<file path="config.mk">
export PLATFORM = sky130hd
export DESIGN_NAME = psg_tone_bank
export DESIGN_NICKNAME = d
export VERILOG_FILES = /design/src/rtl/psg_pkg.sv /design/src/rtl/psg_serial_div.sv /design/src/rtl/psg_tone_bank.sv
export SDC_FILE = /design/constraint.sdc
export NUM_CORES = 1
export LEC_CHECK = 0
export CAP_MARGIN = 10
export CORE_MARGIN = 3
export CORE_UTILIZATION = 30
export CTS_BUF_LIST = sky130_fd_sc_hd__clkbuf_8 sky130_fd_sc_hd__clkbuf_16
export DETAILED_ROUTE_END_ITERATION = 8
export GPL_TIMING_DRIVEN = 0
export HOLD_SLACK_MARGIN = 0.1
export MAX_ROUTING_LAYER = met4
export SYNTH_ARGS = -nofsm -noshare
export SYNTH_HDL_FRONTEND = slang
export SYNTH_SLANG_ARGS = --single-unit
</file>
<file path="constraint.sdc">
create_clock -name clk -period 6.2 [get_ports clk]
set_input_delay 0.62 -clock clk [delete_from_list [all_inputs] [get_ports clk]]
set_output_delay 0.62 -clock clk [all_outputs]
set_load 0.05 [all_outputs]
</file>
<file path="src/rtl/psg_pkg.sv">
// Shared types, constants and helpers for the PSG tone bank.
package psg_pkg;

  typedef enum logic {
    WAVE_TRI = 1'b0,
    WAVE_SQR = 1'b1
  } wave_mode_t;

  // Numerator of the frequency-code to per-sample step conversion.
  localparam int DIVIDEND = 152727;

  // Attenuation code that silences a channel outright.
  localparam logic [3:0] ATT_MUTE = 4'hF;

  // Clamp a signed value into the signed range of an out_w-bit sample.
  function automatic logic signed [31:0] sat_to_out(input logic signed [31:0] value,
                                                    input int out_w);
    logic signed [31:0] hi;
    logic signed [31:0] lo;
    hi = (32'sd1 <<< (out_w - 1)) - 32'sd1;
    lo = -hi - 32'sd1;
    if (value > hi) begin
      return hi;
    end else if (value < lo) begin
      return lo;
    end
    return value;
  endfunction

endpackage

</file>
<file path="src/rtl/psg_serial_div.sv">
// Restoring serial divider, one quotient bit per cycle, MSB first.
// The first iteration runs on the start edge, so the finished quotient is
// registered NUM_W-1 edges later and done pulses for the following cycle.
module psg_serial_div #(
  parameter int NUM_W = 18,
  parameter int DEN_W = 10
) (
  input  logic             clk,
  input  logic             reset,
  input  logic             start,
  input  logic [NUM_W-1:0] numerator,
  input  logic [DEN_W-1:0] denominator,
  output logic             busy,
  output logic             done,
  output logic [NUM_W-1:0] quotient
);

  localparam int CNT_W = $clog2(NUM_W + 1);

  logic [DEN_W-1:0] rem_q;
  logic [DEN_W-1:0] den_q;
  logic [NUM_W-1:0] quo_q;
  logic [CNT_W-1:0] cnt_q;
  logic             done_q;

  logic [DEN_W-1:0] src_rem;
  logic [NUM_W-1:0] src_quo;
  logic [DEN_W-1:0] src_den;
  logic [DEN_W:0]   shifted;
  logic [DEN_W:0]   trial;
  logic             trial_msb_unused;
  logic             fits;
  logic [DEN_W-1:0] nxt_rem;
  logic [NUM_W-1:0] nxt_quo;

  // One restoring step: shift in the next numerator bit and subtract if it fits.
  always_comb begin
    // NOTE: every output of a combinational block gets a value on every path,
    // otherwise synthesis infers a latch to hold the old one.
    src_rem = start ? '0 : rem_q;
    src_quo = start ? numerator : quo_q;
    src_den = start ? denominator : den_q;
    shifted = {src_rem, src_quo[NUM_W-1]};
    fits    = (shifted >= {1'b0, src_den});
    trial   = shifted - {1'b0, src_den};
    // The remainder is always below the divisor, so the top bit is never needed.
    trial_msb_unused = trial[DEN_W];
    nxt_rem = fits ? trial[DEN_W-1:0] : shifted[DEN_W-1:0];
    nxt_quo = {src_quo[NUM_W-2:0], fits};
  end

  // Iteration counter, partial remainder and quotient shift register.
  always_ff @(posedge clk or posedge reset) begin
    // NOTE: state registers use non-blocking assignments so every flop samples
    // the pre-edge values regardless of statement order.
    if (reset) begin
      rem_q  <= '0;
      den_q  <= '0;
      quo_q  <= '0;
      cnt_q  <= '0;
      done_q <= 1'b0;
    end else if (start) begin
      den_q  <= denominator;
      rem_q  <= nxt_rem;
      quo_q  <= nxt_quo;
      cnt_q  <= CNT_W'(NUM_W - 1);
      done_q <= (NUM_W == 1);
    end else if (cnt_q != '0) begin
      rem_q  <= nxt_rem;
      quo_q  <= nxt_quo;
      cnt_q  <= cnt_q - CNT_W'(1);
      done_q <= (cnt_q == CNT_W'(1));
    end else begin
      done_q <= 1'b0;
    end
  end

  assign busy     = (cnt_q != '0);
  assign done     = done_q;
  assign quotient = quo_q;

endmodule

</file>
<file path="src/rtl/psg_tone_bank.sv">
// Multi-channel PSG tone generator: per-channel triangle/square oscillators,
// one shared serial divider for frequency-to-step conversion, saturating mix.
module psg_tone_bank
  import psg_pkg::*;
#(
  parameter int NUM_CH   = 3,
  parameter int FREQ_W   = 10,
  parameter int OUT_W    = 16,
  parameter int DIVIDEND = psg_pkg::DIVIDEND,
  localparam int CH_W    = (NUM_CH > 1) ? $clog2(NUM_CH) : 1,
  localparam int DIV_W   = $clog2(DIVIDEND + 1)
) (
  input  logic                    clk,
  input  logic                    reset,
  input  logic                    cfg_valid,
  output logic                    cfg_ready,
  input  logic [CH_W-1:0]         cfg_ch,
  input  logic [FREQ_W-1:0]       cfg_freq,
  input  logic                    cfg_mode,
  input  logic [3:0]              cfg_atten,
  input  logic                    sample_tick,
  output logic signed [OUT_W-1:0] sample_out,
  output logic                    sample_valid,
  output logic [NUM_CH-1:0]       ch_busy
);

  localparam int SUM_W = OUT_W + $clog2(NUM_CH + 1);
  localparam int MAX_I = 2 ** (OUT_W - 1) - 1;
  localparam logic signed [OUT_W-1:0] MAX_V   = OUT_W'(MAX_I);
  localparam logic signed [OUT_W-1:0] MIN_V   = -MAX_V;
  localparam logic signed [OUT_W-1:0] ZERO_V  = '0;
  localparam logic signed [OUT_W:0]   MAX_EXT = (OUT_W + 1)'(MAX_I);
  localparam logic signed [OUT_W:0]   MIN_EXT = -MAX_EXT;

  // Per-channel state. acc_q is the signed level in triangle mode and the
  // unsigned phase in square mode; dir_q 1 = falling, pol_q 1 = negative.
  logic       [NUM_CH-1:0][OUT_W-1:0] step_q;
  logic       [NUM_CH-1:0][OUT_W-1:0] acc_q;
  logic       [NUM_CH-1:0]            dir_q;
  logic       [NUM_CH-1:0]            pol_q;
  logic       [NUM_CH-1:0][3:0]       atten_q;
  wave_mode_t [NUM_CH-1:0]            mode_q;

  logic [NUM_CH-1:0][OUT_W-1:0] nxt_acc;
  logic [NUM_CH-1:0]            nxt_dir;
  logic [NUM_CH-1:0]            nxt_pol;
  logic signed [OUT_W:0]        up_sum [NUM_CH];
  logic signed [OUT_W:0]        dn_dif [NUM_CH];
  logic [OUT_W:0]               ph_sum [NUM_CH];
  logic signed [OUT_W-1:0]      ch_val [NUM_CH];
  logic signed [OUT_W-1:0]      ch_contrib [NUM_CH];
  logic signed [SUM_W-1:0]      mix_sum;

  logic             div_start;
  logic             div_busy;
  logic             div_done;
  logic [DIV_W-1:0] div_quot;
  logic             div_pending;
  logic [CH_W-1:0]  pend_ch_q;
  logic [OUT_W-1:0] step_wr;
  logic             cfg_hit;
  logic             tick_q;

  assign div_pending = div_busy | div_done;
  assign cfg_ready   = ~div_pending;
  assign ch_busy     = div_pending ? (NUM_CH'(1) << pend_ch_q) : '0;
  assign cfg_hit     = cfg_valid && cfg_ready && (32'(cfg_ch) < NUM_CH);
  assign div_start   = cfg_hit && (cfg_freq != '0);
  assign step_wr     = (32'(div_quot) > MAX_I) ? OUT_W'(MAX_I) : OUT_W'(div_quot);

  psg_serial_div #(
    .NUM_W(DIV_W),
    .DEN_W(FREQ_W)
  ) u_div (
    .clk        (clk),
    .reset      (reset),
    .start      (div_start),
    .numerator  (DIV_W'(DIVIDEND)),
    .denominator(cfg_freq),
    .busy       (div_busy),
    .done       (div_done),
    .quotient   (div_quot)
  );

  // Oscillator advance for every channel on sample_tick.
  always_comb begin
    for (int i = 0; i < NUM_CH; i++) begin
      up_sum[i]  = $signed({acc_q[i][OUT_W-1], acc_q[i]}) + $signed({1'b0, step_q[i]});
      dn_dif[i]  = $signed({acc_q[i][OUT_W-1], acc_q[i]}) - $signed({1'b0, step_q[i]});
      ph_sum[i]  = {1'b0, acc_q[i]} + {1'b0, step_q[i]};
      nxt_acc[i] = acc_q[i];
      nxt_dir[i] = dir_q[i];
      nxt_pol[i] = pol_q[i];
      if (sample_tick) begin
        if (mode_q[i] == WAVE_SQR) begin
          nxt_acc[i] = ph_sum[i][OUT_W-1:0];
          if (ph_sum[i][OUT_W]) nxt_pol[i] = ~pol_q[i];
        end else if (!dir_q[i]) begin
          if (up_sum[i] > MAX_EXT) begin
            nxt_acc[i] = MAX_V;
            nxt_dir[i] = 1'b1;
          end else begin
            nxt_acc[i] = up_sum[i][OUT_W-1:0];
          end
        end else begin
          if (dn_dif[i] < MIN_EXT) begin
            nxt_acc[i] = MIN_V;
            nxt_dir[i] = 1'b0;
          end else begin
            nxt_acc[i] = dn_dif[i][OUT_W-1:0];
          end
        end
      end
    end
  end

  // Per-channel output level, attenuation and wide signed sum.
  always_comb begin
    mix_sum = '0;
    for (int i = 0; i < NUM_CH; i++) begin
      if (mode_q[i] == WAVE_SQR) begin
        if (step_q[i] == '0)  ch_val[i] = ZERO_V;
        else if (pol_q[i])    ch_val[i] = MIN_V;
        else                  ch_val[i] = MAX_V;
      end else begin
        ch_val[i] = $signed(acc_q[i]);
      end
      // An arithmetic shift of a negative level never reaches 0, so mute explicitly.
      if (atten_q[i] == ATT_MUTE) ch_contrib[i] = ZERO_V;
      else                        ch_contrib[i] = ch_val[i] >>> atten_q[i];
      mix_sum = mix_sum + SUM_W'(ch_contrib[i]);
    end
  end

  // Channel state, config writes, divide write-back and sample register.
  always_ff @(posedge clk or posedge reset) begin
    if (reset) begin
      step_q       <= '0;
      acc_q        <= '0;
      dir_q        <= '0;
      pol_q        <= '0;
      pend_ch_q    <= '0;
      tick_q       <= 1'b0;
      sample_out   <= '0;
      sample_valid <= 1'b0;
      for (int i = 0; i < NUM_CH; i++) begin
        atten_q[i] <= ATT_MUTE;
        mode_q[i]  <= WAVE_TRI;
      end
    end else begin
      acc_q <= nxt_acc;
      dir_q <= nxt_dir;
      pol_q <= nxt_pol;

      if (div_done) step_q[pend_ch_q] <= step_wr;

      // Config overrides the tick update; the tick itself still used the old step.
      if (cfg_hit) begin
        atten_q[cfg_ch] <= cfg_atten;
        mode_q[cfg_ch]  <= wave_mode_t'(cfg_mode);
        if (wave_mode_t'(cfg_mode) != mode_q[cfg_ch]) begin
          acc_q[cfg_ch] <= '0;
          dir_q[cfg_ch] <= 1'b0;
          pol_q[cfg_ch] <= 1'b0;
        end
        if (cfg_freq == '0) step_q[cfg_ch] <= '0;
        else                pend_ch_q      <= cfg_ch;
      end

      tick_q       <= sample_tick;
      sample_valid <= tick_q;
      if (tick_q) sample_out <= OUT_W'(sat_to_out(32'(mix_sum), OUT_W));
    end
  end

endmodule
</file>
== Word level (Yosys, flattened, before mapping) ==
Cells that the tools add are included.
Cells by class
  equality and inequality tests: 5
  order comparisons: 15
  shift operators: 4
  bitwise logic cells: 12
  reductions and logical operators: 13
  add/sub/neg operators: 13
  mux-type cells: 93
Operator list (number)
  2-to-1 mux 16 bit: 33
  2-to-1 mux 48 bit: 5
  bitwise AND 48 bit: 2
  adder 16 x 16 -> 17 bit: 4
  demux 16 bit (select 2 bit): 2
  2-to-1 mux 18 bit: 3
  adder 16 x 17 -> 17 bit: 3
  > comparator 17 x 16 -> 1 bit, second input constant: 3
  < comparator 17 x 16 -> 1 bit, second input constant: 3
  subtractor 16 x 17 -> 17 bit: 3
  2-to-1 mux 10 bit: 5
  bitwise mux 48 bit: 1
  logical NOT 16 bit: 3
  inverter 48 bit: 1
  >>> shifter 16 x 4 -> 16 bit: 3
  2-to-1 mux 1 bit: 31
  adder 17 x 16 -> 18 bit: 1
  > comparator 18 x 15 -> 1 bit, second input constant: 1
  > comparator 18 x 16 -> 1 bit, second input constant: 1
  < comparator 18 x 16 -> 1 bit, second input constant: 1
  2-to-1 mux 3 bit: 5
  bitwise mux 12 bit: 1
  equality test 4 bit, second input constant: 3
  greater-or-equal comparator 11 x 10 -> 1 bit: 1
  24 further kinds: 36
Storage, ports and cells
  word-level logic and storage cells: 178
  input bits: 21
  bits in registers: 181

== Logic depth before layout (Yosys ltp) ==
  word-level depth: 12
  depth in mapped cells: 25
  depth with buffers taken out: 24

== Modules after synthesis ==
Synthesis repeated with hierarchy kept, for this count alone.
Second synthesis, totals
  cells, all modules: 2225
  area total of the unflattened synthesis: 17912.2 um^2
Modules (own cells, without submodules)
  psg_tone_bank: instances 1, sequential area each 3443.3 um^2, cells each 1970, area an instance 15374.7 um^2
  psg_serial_div: instances 1, sequential area each 1101.1 um^2, cells each 255, area an instance 2537.4 um^2

== Worst setup path before layout ==
Ideal clock, no wire load.
  path kind: flip-flop to flip-flop
  start: reg step_q[22] (netlist name)
  end: reg sample_out[0]
  clock period less this slack: 5.505 ns
  data arrival time: 5.438 ns
  required time: 6.133 ns
  path slack: 0.695 ns
  stages on the path, launching flop included: 21
  cells stage by stage: dfrtp_1 or4_1 nor4_1 a21oi_1 o21ai_0 o311ai_0 o21ai_0 o22ai_1 fa_1 ha_1 a21o_1 a21o_1 a211oi_1 o21bai_1 a311o_1 a21oi_1 o21ai_0 xnor2_1 o31ai_1 clkbuf_1 a221o_1
Between the ends
  word-level cells in the longest chain between the ends: 12
  elaborated cells between the ends (all ways): 14
RTL lines
  start: declaration: RTL line psg_tone_bank.sv:37  | logic [NUM_CH-1:0][OUT_W-1:0] step_q;
  start signal: indexed assignment: RTL line psg_tone_bank.sv:155  | if (div_done) step_q[pend_ch_q] <= step_wr;
  logical NOT 16 bit *: RTL line psg_tone_bank.sv:122  | if (step_q[i] == '0) ch_val[i] = ZERO_V;
  2-to-1 mux 16 bit *: RTL line psg_tone_bank.sv:122
  2-to-1 mux 16 bit *: RTL line psg_tone_bank.sv:121  | if (mode_q[i] == WAVE_SQR) begin
  >>> shifter 16 x 4 -> 16 bit *: RTL line psg_tone_bank.sv:130  | else ch_contrib[i] = ch_val[i] >>> atten_q[i];
  2-to-1 mux 16 bit *: RTL line psg_tone_bank.sv:129  | if (atten_q[i] == ATT_MUTE) ch_contrib[i] = ZERO_V;
  adder 16 x 16 -> 17 bit *: RTL line psg_tone_bank.sv:131  | mix_sum = mix_sum + SUM_W'(ch_contrib[i]);
  adder 17 x 16 -> 18 bit *: RTL line psg_tone_bank.sv:131
  < comparator 18 x 16 -> 1 bit: RTL line psg_pkg.sv:24  | end else if (value < lo) begin
  2-to-1 mux 1 bit: RTL line psg_pkg.sv:24
  2-to-1 mux 1 bit: RTL line psg_pkg.sv:22  | if (value > hi) begin
  2-to-1 mux 1 bit: RTL line psg_tone_bank.sv:172  | if (tick_q) sample_out <= OUT_W'(sat_to_out(32'(mix_sum), OUT_W));
  2-to-1 mux 16 bit *: RTL line psg_pkg.sv:27  | return value;
  end signal: assignment: RTL line psg_tone_bank.sv:172
  end: declaration: RTL line psg_tone_bank.sv:22  | output logic signed [OUT_W-1:0] sample_out,
Every way passes the cells marked *; elsewhere a longest branch is shown, timed or not. The select of a mux whose other input is x is not followed.
A chain may end at the register's enable or synchronous reset.

== Final worst setup path ==
  start: reg step_q[38] (netlist name)
  end: reg sample_out[4]
Between the ends
  word-level cells in the longest chain between the ends: 11
  elaborated cells between the ends (all ways): 13
RTL lines (RTL line)
  logical NOT 16 bit *: psg_tone_bank.sv:122
  2-to-1 mux 16 bit *: psg_tone_bank.sv:122
  2-to-1 mux 16 bit *: psg_tone_bank.sv:121
  >>> shifter 16 x 4 -> 16 bit *: psg_tone_bank.sv:130
  2-to-1 mux 16 bit *: psg_tone_bank.sv:129
  adder 17 x 16 -> 18 bit *: psg_tone_bank.sv:131
  < comparator 18 x 16 -> 1 bit: psg_pkg.sv:24
  2-to-1 mux 1 bit: psg_pkg.sv:24
  2-to-1 mux 1 bit: psg_pkg.sv:22
  2-to-1 mux 1 bit: psg_tone_bank.sv:172
  2-to-1 mux 16 bit *: psg_pkg.sv:27
Marks and branches as above.

==> impl_metrics.tcl <==
set metrics [dict create \
    worstSetupPathType "reg -> reg" \
    final_area_um2 19970 \
    async_flop_share 1.000 \
    multiInputGateArea_um2 12240 \
    clock_latency_ns 0.47 \
    status "finished clean" \
    grt_usage 0.1938 \
    period_share 0.9678 \
    fp.dieW_um 249.7 \
    root_buffer "clkbuf_16" \
    dieHeight_um 249.7 \
    synth_top_area_cell "dfrtp_1" \
    slew_headroom 0.3453 \
    synth.avg_cell_area_um2 7.840 \
    clkTransAtPathRegs_ns 0.08 \
    final_antenna_net_count 0 \
    synth_seq_cells 181 \
    yosys-top-cells-area "dfrtp_1 (24%), ha_1 (8.7%), nor2_1 (5.2%)" \
    synthCells 2272 \
    critical-path-max-stage-delay_ns 0.49 \
    setup_tns_ns 0 \
    cp_top_family "compound AO/OA/AOI/OAI gates" \
    grt_pass1_wl_um 95500 \
    cts_inserted_buffers 17 \
    critPathBufInv 3 \
    cts_sinks 181 \
    max-cap-violations 0 \
    antenna_found_initial 0 \
    viasPerCell 5.706 \
    placed_cell_area_um2 19210 \
    drt_iter0_markers 1520 \
    seqCellArea_um2 4544 \
    cts_htree_levels 4 \
    core-area_um2 58250 \
    via_count 17751 \
    fillers 6116 \
    grt.met1_usage 0.2646 \
    drive_gt1_frac 0.05712 \
    overflow 0 \
    cts_tree "built" \
    crit_arrival_ns 6.34 \
    hold_buffers 0 \
    finClkSkew_ns 0.01838 \
    ys_types 92 \
    setup_ws_ns 0.1998 \
    post-place-ws_ns -0.5814 \
    synth_ff_type "dfrtp_1" \
    dieArea_um2 62340 \
    crit_slowest_cell "fa_1" \
    io_buffers 39 \
    setup_viol 0 \
    final_cells 3111 \
    syn_to_final_growth_pct 12.12 \
    worst_pin_slew_ns 0.9820 \
    worstHoldPathType "reg -> reg" \
    hold_viol 0 \
    grt_pass1_vias 16896 \
    ys.warnings.count 0 \
    use_met2 0.3035 \
    cts_buffer_depth 2 \
    dp.cells 3078 \
    busiest_layer "met2" \
    grt_max_degree 115 \
    syn-cell-area_um2 17810 \
    critPathMaxFanout 10 \
    detail_route.wl_per_cell_um 19.49 \
    n_antenna_cell 0 \
    ys_seq_area_frac 0.2551 \
    finalWirelength_um 60640 \
    gp_congestion 0.9283 \
    start_util 0.3058 \
    netlist.area_leader.share 0.2374 \
    io_pins 42 \
    dp_hpwl_um 47040 \
    route.detailed.drc 0 \
    dr.pass1.iters 6 \
    critical_path_required_ns 6.54 \
    met3_usage 0.02115 \
    worstSetupEndpointType "flop" \
    synth_nets 2441 \
    crit_path_start_kind "flop" \
    layout.nets 2502 \
    rows 88 \
    fin_crit_ns 6.000 \
    synth_enable_flop_cells 0 \
    fmax_mhz 166.7 \
    drv_slew 0 \
]
final cells by class:
type / instances / area share
Multi-Input combinational cell: 1786 / 0.6127
Timing Repair Buffer: 44 / 0.02230
Buffer: 139 / 0.02700
Sequential cell: 181 / 0.2275
Inverter: 164 / 0.03120
Clock buffer: 17 / 0.02130
Clock inverter: 15 / 0.01002
Tap cell: 765 / 0.04792
per-stage QoR:
step,hold WS (ns),utilization
2_1_floorplan,0.3956,-
3_3_place_gp,0.4500,0.3290
3_5_place_dp,0.4572,0.3298
4_1_cts,0.4878,0.3415
5_1_grt,0.5058,0.3429
6_report,0.4789,0.3429
flip-flops by register name (all words and copies together) (netlist names):
signal and count:
u_div.cnt_q 5, sample_valid 1, step_q 48, acc_q 48, pol_q 3, pend_ch_q 2
u_div.den_q 10, mode_q 3, dir_q 3, u_div.rem_q 10, atten_q 12, u_div.done 1
sample_out 16, u_div.quotient 18, tick_q 1
timing repair:
action,CTS,global route
endpoints found under the setup margin,15,15
pin swaps,0,4
setup buffers,0,2
gates resized for setup,10,23
per-layer routing:
layer / vias to the layer above / wire length [um]
met2: 640 / 27680
met3: 104 / 3513
met4: 0 / 1453
met1: 8629 / 28000
met5: - / 0
li1: 8378 / -
final timing paths:
kind,end,startpoint,cells past startpoint,slack (ns)
setup / recovery,sample_out[4],step_q[38],26,0.20
max in group asynchronous,atten_q[11],reset,3,4.56
hold reg to reg,sample_valid,tick_q,0,0.48
min in group asynchronous,acc_q[41],reset,2,0.73
setup reg to reg,sample_out[4],step_q[38],26,0.20
hold / removal,sample_valid,tick_q,0,0.48
cells in the mapped netlist (26+ instances only):
master      n
a211oi_1   90
a21o_1     31
a21oi_1   145
clkbuf_1  124
dfrtp_1   169
ha_1      124
inv_1     159
mux2i_1    47
nand2_1   204
nand2b_1   26
nand3_1    40
nor2_1    247
nor2b_1    36
nor3_1     64
o21a_1     28
o21ai_0   148
o31ai_1    27
xnor2_1    61
logic make-up after synthesis:
group | after synthesis | synth area share
flops | 181 | 0.2551
compound gates | 733 | 0.2826
xor+xnor | 80 | 0.03933
fa+ha+maj | 148 | 0.1141
mux | 68 | 0.04411
simple gates | 757 | 0.2000
buf+inv | 305 | 0.06476
layout by cell type, fill, tap and decap left out, types with 24 or more instances in the layout:
master / count
a211oi_1: 89
a21o_1: 30
a21oi_1: 138
and2_1: 24
clkbuf_1: 116
clkdlybuf4s50_1: 39
dfrtp_1: 169
fa_1: 24
ha_1: 124
inv_1: 158
mux2i_1: 47
nand2_1: 204
nand2b_1: 26
nand3_1: 40
nor2_1: 247
nor2b_1: 36
nor3_1: 64
o21a_1: 28
o21ai_0: 148
o31ai_1: 26
xnor2_1: 61
Power is not shown: default switching activity piles up to over one toggle a cycle in this logic, so the estimate is an artifact.
